`src/rtl/load_store_unit.sv`:
```
// Data-side load/store initiator for memory port 1.
// Word-wide cycles, read-modify-write for sub-word stores, extension of loads.
module load_store_unit (
    input  logic        clk,
    input  logic        rst,
    input  logic        req_valid,
    output logic        req_ready,
    input  logic        req_write,
    input  logic [1:0]  req_size,
    input  logic        req_unsigned,
    input  logic [31:0] req_addr,
    input  logic [31:0] req_wdata,
    output logic        rsp_valid,
    output logic [31:0] rsp_rdata,
    output logic        rsp_fault,
    output logic        mem_read,
    output logic        mem_write,
    output logic [31:0] mem_address,
    output logic [31:0] mem_write_data,
    input  logic [31:0] mem_read_data
);

    typedef enum logic [2:0] {
        IDLE,
        READ,
        CAPTURE,
        WRITE,
        RESP
    } state_t;

    localparam logic [1:0] SZ_BYTE = 2'b00;
    localparam logic [1:0] SZ_HALF = 2'b01;
    localparam logic [1:0] SZ_WORD = 2'b10;
    localparam logic [1:0] SZ_BAD  = 2'b11;

    state_t      state;
    state_t      state_next;

    logic        write_q;
    logic [1:0]  size_q;
    logic        unsigned_q;
    logic [1:0]  lane_q;
    logic [31:0] wdata_q;

    logic        accept;
    logic        fault;
    logic        word_store;
    logic [4:0]  shamt;
    logic [31:0] shifted;
    logic [31:0] load_ext;
    logic [31:0] lane_mask;
    logic [31:0] wdata_sh;
    logic [31:0] merged;

    // Strobes and handshakes decode straight from the state register.
    assign req_ready = (state == IDLE) && !rst;
    assign mem_read  = (state == READ);
    assign mem_write = (state == WRITE);
    assign rsp_valid = (state == RESP);

    assign accept     = req_valid && req_ready;
    assign word_store = req_write && (req_size == SZ_WORD);

    // Alignment / size legality of the incoming request.
    always_comb begin
        fault = 1'b0;
        case (req_size)
            SZ_BYTE: fault = 1'b0;
            SZ_HALF: fault = req_addr[0];
            SZ_WORD: fault = |req_addr[1:0];
            SZ_BAD:  fault = 1'b1;
            default: fault = 1'b1;
        endcase
    end

    // Lane shift: half accesses are even, so the byte shift also serves them.
    assign shamt   = {lane_q, 3'b000};
    assign shifted = mem_read_data >> shamt;

    // Extract and extend the addressed lane of the fetched word.
    always_comb begin
        load_ext = shifted;
        case (size_q)
            SZ_BYTE: begin
                if (unsigned_q)
                    load_ext = {24'h000000, shifted[7:0]};
                else
                    load_ext = {{24{shifted[7]}}, shifted[7:0]};
            end
            SZ_HALF: begin
                if (unsigned_q)
                    load_ext = {16'h0000, shifted[15:0]};
                else
                    load_ext = {{16{shifted[15]}}, shifted[15:0]};
            end
            default: load_ext = shifted;
        endcase
    end

    // Replace only the addressed byte/half lane of the fetched word.
    always_comb begin
        lane_mask = 32'h0000_0000;
        if (size_q == SZ_BYTE)
            lane_mask = 32'h0000_00FF << shamt;
        else
            lane_mask = 32'h0000_FFFF << shamt;
        wdata_sh = wdata_q << shamt;
        merged   = (mem_read_data & ~lane_mask) | (wdata_sh & lane_mask);
    end

    // Next-state sequencing of one request.
    always_comb begin
        state_next = state;
        case (state)
            IDLE: begin
                if (accept) begin
                    if (fault)
                        state_next = RESP;
                    else if (word_store)
                        state_next = WRITE;
                    else
                        state_next = READ;
                end
            end
            READ:    state_next = CAPTURE;
            CAPTURE: state_next = write_q ? WRITE : RESP;
            WRITE:   state_next = RESP;
            RESP:    state_next = IDLE;
            default: state_next = IDLE;
        endcase
    end

    // State register; reset abandons any request in flight.
    always_ff @(posedge clk) begin
        if (rst)
            state <= IDLE;
        else
            state <= state_next;
    end

    // Request capture, load result and store word registers.
    always_ff @(posedge clk) begin
        if (rst) begin
            write_q        <= 1'b0;
            size_q         <= 2'b00;
            unsigned_q     <= 1'b0;
            lane_q         <= 2'b00;
            wdata_q        <= 32'h0;
            mem_address    <= 32'h0;
            mem_write_data <= 32'h0;
            rsp_rdata      <= 32'h0;
            rsp_fault      <= 1'b0;
        end else if (accept) begin
            write_q     <= req_write;
            size_q      <= req_size;
            unsigned_q  <= req_unsigned;
            lane_q      <= req_addr[1:0];
            wdata_q     <= req_wdata;
            mem_address <= {req_addr[31:2], 2'b00};
            rsp_rdata   <= 32'h0;
            rsp_fault   <= fault;
            if (word_store)
                mem_write_data <= req_wdata;
        end else if (state == CAPTURE) begin
            if (write_q)
                mem_write_data <= merged;
            else
                rsp_rdata <= load_ext;
        end
    end

endmodule
```
`config.mk`:
```
export PLATFORM = sky130hd
export DESIGN_NAME = load_store_unit
export DESIGN_NICKNAME = d
export VERILOG_FILES = /design/src/rtl/load_store_unit.sv
export SDC_FILE = /design/constraint.sdc
export NUM_CORES = 1
export LEC_CHECK = 0
export CAP_MARGIN = 40
export CORE_ASPECT_RATIO = 0.8
export CORE_UTILIZATION = 40
export DETAILED_ROUTE_END_ITERATION = 10
export PLACE_DENSITY = 0.71
export SLEW_MARGIN = 20
export SYNTH_ARGS = -nofsm -noshare
export SYNTH_HDL_FRONTEND = slang
export SYNTH_SLANG_ARGS = --single-unit
```
`constraint.sdc`:
```
create_clock -name clk -period 2.2 [get_ports clk]
set_input_delay 0.33 -clock clk [delete_from_list [all_inputs] [get_ports clk]]
set_output_delay 0.33 -clock clk [all_outputs]
set_load 0.005 [all_outputs]
```
==> PnR_summary.wiki <==
{| class="wikitable"
! Metric !! Value
|-
| Final weighted congestion in routability-driven placement || 0.883
|-
| Power per unit of standard cell area || 712 nW/µm²
|-
| Hold worst-path end || rsp_rdata[0]
|-
| Total number of nets in the final design || 986
|-
| Cell count of the worst reg-to-reg path || 4
|-
| CP Class || flop to output port
|-
| Number of CTS-inserted buffers || 17
|-
| Detail-routed net length per standard cell || 17.7 µm
|-
| Met2 routed WL || 8380 µm
|-
| Global-route wire length before repair || 29,600 µm
|-
| Leading post-synthesis cells by cell area || sky130_fd_sc_hd__dfxtp_1 (41%), sky130_fd_sc_hd__nand2_1 (8.3%), sky130_fd_sc_hd__mux2i_1 (7.0%)
|-
| Synth Cell Area || 5840 µm²
|-
| Data arrival time at the worst-slack endpoint || 1.75 ns
|-
| Total power || 6170 µW
|-
| Prevailing post-synth register cell || sky130_fd_sc_hd__dfxtp_1
|-
| Die height || 110 µm
|-
| Hold Crit Start || rsp_rdata[0]
|-
| Max Clock Skew || 0.00712 ns
|-
| Post-route met1 wirelength || 8920 µm
|-
| Largest incremental delay on the critical path || 0.57 ns
|-
| Clock-pin slew reported for the worst setup and hold paths after clock tree synthesis || 0.05 ns
|-
| Tmin final || 2.08 ns
|-
| Maximum VDD drop || 0.551 mV
|-
| Peak fanout along the critical path || 12
|-
| Pin count of the biggest net entering global routing || 42
|-
| Final cell count without fillers || 1,080
|-
| Total iterations of the first detailed-routing run || 7
|-
| Worst-case register-to-register setup slack || 0.19 ns
|-
| Number of cell rows || 39
|-
| Largest buffer count on any clock path || 2
|-
| Worst min-delay path class || flop to flop
|-
| Normalized max-slew margin || 0.642
|-
| Crit path launch type || flop
|-
| Drt initial violations || 486
|-
| Fill cell count || 1,220
|-
| Final count of negative-setup-slack endpoints || 0
|-
| Htree depth || 4
|-
| Antenna fix cells || 0
|-
| Post-synth EDFFs || 0
|-
| Final core utilization || 0.608
|-
| Area of the die || 15,100 µm²
|-
| Status || completed
|-
| Unrepaired setup endpoints after global routing || no
|-
| Worst skew pair latency || 0.42 ns
|-
| Count of cells along the worst hold path || 2
|-
| Core area || 14,200 µm²
|-
| Number of library cell types mapped by synthesis || 52
|-
| Vias in the first global route || 5,501
|-
| Peak Freq || 0.481 GHz
|-
| Share of layout cells above drive strength 1 || 0.115
|-
| Root Buffer Master || sky130_fd_sc_hd__clkbuf_16
|-
| DP HPWL || 14,500 µm
|-
| Final period utilization || 0.944
|-
| Number of maximum-capacitance violations || 0
|-
| Share of the synthesized area in the top cell type || 0.411
|-
| Synth warn || 0
|-
| Total Wirelength || 19,100 µm
|-
| FF+latch count, synth || 120
|-
| Accumulated negative setup slack || 0 ns
|-
| Critical register-to-register path endpoint || mem_write_data[31]
|-
| Area growth from synthesis to layout || 48.3%
|-
| Count of endpoints failing hold in the final timing report || 0
|-
| Pin slew with the least headroom to its limit || 0.537 ns
|-
| Via-to-Cell Ratio || 5.45
|-
| Die X-Extent || 137 µm
|-
| Antenna violations before repair || 0
|-
| Max Slew Vio Count || 0
|-
| Vias || 5,885
|-
| Buffers on Ports || 201
|-
| FF-to-FF Start || lane_q[1]
|-
| Final Hold Slack || 0.460 ns
|-
| Mean Syn Cell Area || 8.39 µm²
|-
| Final routed DRC violation total || 0
|-
| Total grt overflow || 0
|-
| Series of cell instances along the critical path || nor4_1 > clkdlybuf4s50_1
|-
| Share of synthesized area occupied by flip-flops and latches || 0.411
|-
| Library cell with the largest summed area after synthesis || sky130_fd_sc_hd__dfxtp_1
|-
| Crit end category || output port
|-
| Asr flop ratio synth || 0
|-
| Number of sinks on the clock net || 120
|-
| Static leakage || 0.00319 µW
|-
| Data required time of the critical path || 1.87 ns
|-
| Cells after DPL || 1,048
|-
| CTS tree || yes
|-
| Overall Global Routing Usage || 0.261
|-
| Uppermost metal layer occupied by signal nets || met4
|-
| Effective utilization at floorplan || 0.410
|-
| Detailed-routed wire length on met3 || 1600 µm
|-
| Gate count of the mapped netlist || 697
|-
| Top Ports || 204
|-
| Number of nets with antenna violations after detailed routing || 0
|-
| Slowest CP cell || sky130_fd_sc_hd__clkdlybuf4s50_1
|-
| Post-cts hold buffer count || 0
|}
## sequential cells by signal (all words and copies together), names as in the netlist
name and count:
size_q 2, rsp_fault 1, lane_q 2, wdata_q 16
rsp_rdata 32, mem_write_data 32, write_q 1, unsigned_q 1
mem_address 30, state 3
## through the flow
step / setup slack (ns) / cell area (µm²)
2_1_floorplan: 0.522 / 5850
3_3_place_gp: 0.105 / 8090
3_5_place_dp: 0.0327 / 8090
4_1_cts: 0.0441 / 8670
5_1_grt: 0.0222 / 8670
6_report: 0.123 / 8670
## cell type report
type                    count  area [µm²]  share of cell area
clock buffers              25         515              0.0595
clock inverters             7        65.1             0.00750
inverters                  20        75.1             0.00866
multi-input cells         490        3040               0.351
flip-flops and latches    120        2400               0.277
well taps                 184         230              0.0266
repair buffers            234        2330               0.269
## Yosys cell counts (all sizes together) (2+ instances only)
cell       n
or2        2
and2      10
or4b       2
mux2       7
nand2    130
nor2b     15
a221oi    16
nor2      40
a22o       8
a2111oi    7
o31ai     10
and3b      2
o21ai     48
mux2i     41
nor4b      3
nand3     38
a211oi     7
dfxtp    120
o211ai    16
or3        3
a21oi     39
nor3       4
o2bb2ai    9
o221a     16
clkbuf    35
nand2b     2
inv       20
buf       33
## how the worst max path moves through the flow
stage,endpoint,start
floorplan,mem_write_data[15],size_q[1]
detailed placement,mem_write_data[28],req_valid
global route,req_ready,state[2]
global placement,mem_write_data[24],req_valid
finish,req_ready,state[2]
CTS,mem_read,state[0]
## cells in the final DEF, fill, tap and decap left out, types with 7 or more instances in the layout
cell and count:
sky130_fd_sc_hd__o221a_2 16, sky130_fd_sc_hd__o211ai_1 16, sky130_fd_sc_hd__and2_1 10, sky130_fd_sc_hd__a221oi_1 12, sky130_fd_sc_hd__nor2_1 39, sky130_fd_sc_hd__clkdlybuf4s50_1 201, sky130_fd_sc_hd__dfxtp_1 118, sky130_fd_sc_hd__a211oi_1 7
sky130_fd_sc_hd__o21ai_0 47, sky130_fd_sc_hd__o31ai_1 9, sky130_fd_sc_hd__nand3_1 38, sky130_fd_sc_hd__a2111oi_0 7, sky130_fd_sc_hd__mux2i_1 41, sky130_fd_sc_hd__buf_4 27, sky130_fd_sc_hd__a21oi_1 39, sky130_fd_sc_hd__inv_1 20
sky130_fd_sc_hd__a22o_1 8, sky130_fd_sc_hd__nor2b_1 14, sky130_fd_sc_hd__clkbuf_16 17, sky130_fd_sc_hd__nand2_1 130, sky130_fd_sc_hd__mux2_2 7, sky130_fd_sc_hd__o2bb2ai_1 9
## where the power goes
part	internal (µW)	switching (µW)	leakage [µW]
logic	560	530	0.00192
registers	2280	102	0.000978
clock network	1720	975	0.000285
## critical path: cells and delay by family (launching register included)
family / cells / cell delay, ns
buf+inv: 1 / 0.57
flops: 1 / 0.43
simple gates: 1 / 0.32
## what timing repair did
action / 4_1_cts / 5_1_grt
resized for setup: 0 / 2
buffers inserted: 0 / 0
setup endpoints to repair: 0 / 19
hold endpoints to repair: 0 / 0
## metal layers
metal | track usage | vias to the layer above
met3 | 0.0796 | 27
met4 | 0.0667 | 0
li1 | - | 2840
met2 | 0.395 | 230
met5 | 0 | -
met1 | 0.359 | 2788
## kinds of logic after synthesis
family,count (synthesis),share of synthesized area
buffers and inverters,88,0.0717
other,1,0.000642
muxes,49,0.0876
and+or+nand+nor,256,0.202
DFF,120,0.411
AOI/OAI and AO/OA,183,0.227
Note: power is estimated with default switching activity, not from simulation.
==> RTL edit, RTL diff (same settings) <==
The 5 states of `state_t` get a one-hot encoding in 5 bits.
--- a/src/rtl/load_store_unit.sv
+++ b/src/rtl/load_store_unit.sv
@@ -22,8 +22,8 @@
 
-    typedef enum logic [2:0] {
-        IDLE,
-        READ,
-        CAPTURE,
-        WRITE,
-        RESP
+    typedef enum logic [4:0] {
+        IDLE    = 5'b00001,
+        READ    = 5'b00010,
+        CAPTURE = 5'b00100,
+        WRITE   = 5'b01000,
+        RESP    = 5'b10000
     } state_t;
Behaviour: same outputs for any inputs over 4 cycles, from zero or initial values and one cycle with rst high; so few cycles prove little.
==> RTL edit against the original RTL <==
Critical path depth increased by 2; hold slack worse by 0.0071 ns; non-clock buffer count is 10 lower; routed wire length rose by 5.1%; sequential cell count up 2; cell count down 4.7%; synthesized area down 3.5%; first-iteration DRC count fell by 7.4%; cell area decreased by 1.9%; die area is 3.4% lower; register-to-register slack improved by 0.13 ns; setup slack better by 0.0087 ns; utilization rose by 1.5 points; power rose by 13%.
==> RTL edit: results (changes against the original RTL) <==
<table>
<tr><th>Metric</th><th>Value</th></tr>
<tr><th colspan="2">Status</th></tr>
<tr><td>Result of the run</td><td>complete, no violations</td></tr>
<tr><th colspan="2">Cells and area</th></tr>
<tr><td>Number of nets in the finished design</td><td>939 (-4.8%)</td></tr>
<tr><th colspan="2">Drt</th></tr>
<tr><td>Met2 layer wire length in the routed design</td><td>9.27 mm (+11%)</td></tr>
<tr><td>Met3 layer wire length in the routed design</td><td>1.57 mm (-2.1%)</td></tr>
<tr><td>Met1 wire length</td><td>8.96 mm (+0.55%)</td></tr>
<tr><td>Routed vias</td><td>5760 (-2.1%)</td></tr>
<tr><td>1st-iter DRT viols</td><td>450 (-7.4%)</td></tr>
<tr><td>Average wire length per cell after detail routing</td><td>19.5 um (+10%)</td></tr>
<tr><th colspan="2">Pwr</th></tr>
<tr><td>Total leakage power</td><td>3.07 nW (-3.7%)</td></tr>
<tr><td>Switching power</td><td>1.90 mW (+18%)</td></tr>
<tr><td>Peak supply drop</td><td>0.000567 V (+2.8%)</td></tr>
<tr><th colspan="2">GRT</th></tr>
<tr><td>Global-route wire length before repair</td><td>30.4 mm (+2.9%)</td></tr>
<tr><td>Number of global-route vias before repair</td><td>5579 (+1.4%)</td></tr>
<tr><td>Met2 GRT Util</td><td>44.3% (+4.8 points)</td></tr>
<tr><td>Pin count of the biggest net entering global routing</td><td>52 (+24%)</td></tr>
<tr><th colspan="2">Setup path</th></tr>
<tr><td>Endpoint of the worst-slack reg-to-reg timing path</td><td>rsp_rdata[30]$_SDFFE_PP0P_</td></tr>
<tr><td>Largest stage delay on the critical path</td><td>0.54 ns (-0.03 ns)</td></tr>
<tr><td>Capture point of the critical path</td><td>mem_write</td></tr>
<tr><td>Maximum net fanout on the critical path</td><td>7 (-5)</td></tr>
<tr><td>Critical path launch point</td><td>state[0]$_SDFFE_PP1P_</td></tr>
<tr><td>Worst R2R Setup Slack</td><td>0.32 ns (+0.13 ns)</td></tr>
<tr><th colspan="2">Synthesis</th></tr>
<tr><td>Portion of the post-synthesis area used by sequential elements</td><td>43.3% (+2.2 points)</td></tr>
<tr><td>Count of different cell masters after synthesis</td><td>49 (-5.8%)</td></tr>
<tr><th colspan="2">Placed design</th></tr>
<tr><td>Total cell area at the placement stage</td><td>7800 um2 (-3.5%)</td></tr>
<tr><td>Final HPWL DP</td><td>14.7 mm (+1.6%)</td></tr>
<tr><td>Final GP Congestion</td><td>0.888 (+0.58%)</td></tr>
<tr><th colspan="2">Worst hold path</th></tr>
<tr><td>Startpoint of the most critical hold path</td><td>mem_write_data[3]$_SDFFE_PP0P_</td></tr>
<tr><td>End of the worst hold path</td><td>mem_write_data[3]$_SDFFE_PP0P_</td></tr>
<tr><th colspan="2">STA</th></tr>
<tr><td>Post-route clock skew</td><td>0.00825 ns (+0.00113 ns)</td></tr>
</table>
==> RTL edit: worst register-to-register path, delay by kind of cell, from the launching register on <==
family,cells,cell delay (ns)
DFF,1,0.34
and+or+nand+nor,2,0.66
AOI/OAI and AO/OA,3,0.62
buffers and inverters,1,0.19
==> RTL edit: logic make-up after synthesis <==
kind of cell | share of synthesized area (%)
compound gates | 26.0
xor+xnor | 0.155
buf+inv | 5.52
flops | 43.3
mux | 5.86
other cells | 0.0665
simple gates | 19.1
==> RTL edit: stage by stage <==
stage                     util, %  instances  total power, mW  hold slack, ns  setup WS [ns]
after floorplan                 -        653             3.25           0.435          0.519
after global placement       57.2        996             3.86           0.446          0.111
after detailed placement     57.2        996             3.89           0.448         0.0193
after CTS                    62.3       1029             7.00           0.456         0.0329
after global routing         62.3       1029             7.24           0.474         0.0250
final                        62.3       1029             7.00           0.453          0.132
==> RTL edit: power groups by stage <==
stage / clock network [mW] / logic [mW] / registers, mW
2_1_floorplan: 0 / 0.766 / 2.48
3_3_place_gp: 0 / 1.37 / 2.50
3_5_place_dp: 0 / 1.38 / 2.50
6_report: 3.12 / 1.41 / 2.47
5_1_grt: 3.25 / 1.52 / 2.48
4_1_cts: 3.14 / 1.40 / 2.46
==> RTL edit: repair_timing <==
item                                    CTS  global route
endpoints found under the setup margin    4             2
endpoints found under the hold margin     0             0
pin swaps                                 1             0
hold buffers                              0             0
gates resized for setup                   9             5
setup buffers                             1             0
==> RTL edit: cell type report <==
type,count,area (um2)
Clock buffer,21,460
Sequential cell,122,2450
Timing Repair Buffer,224,2250
Multi-Input combinational cell,470,2930
Tap cell,180,225
Clock inverter,11,193
Fill cell,1149,5140
Inverter,1,3.75
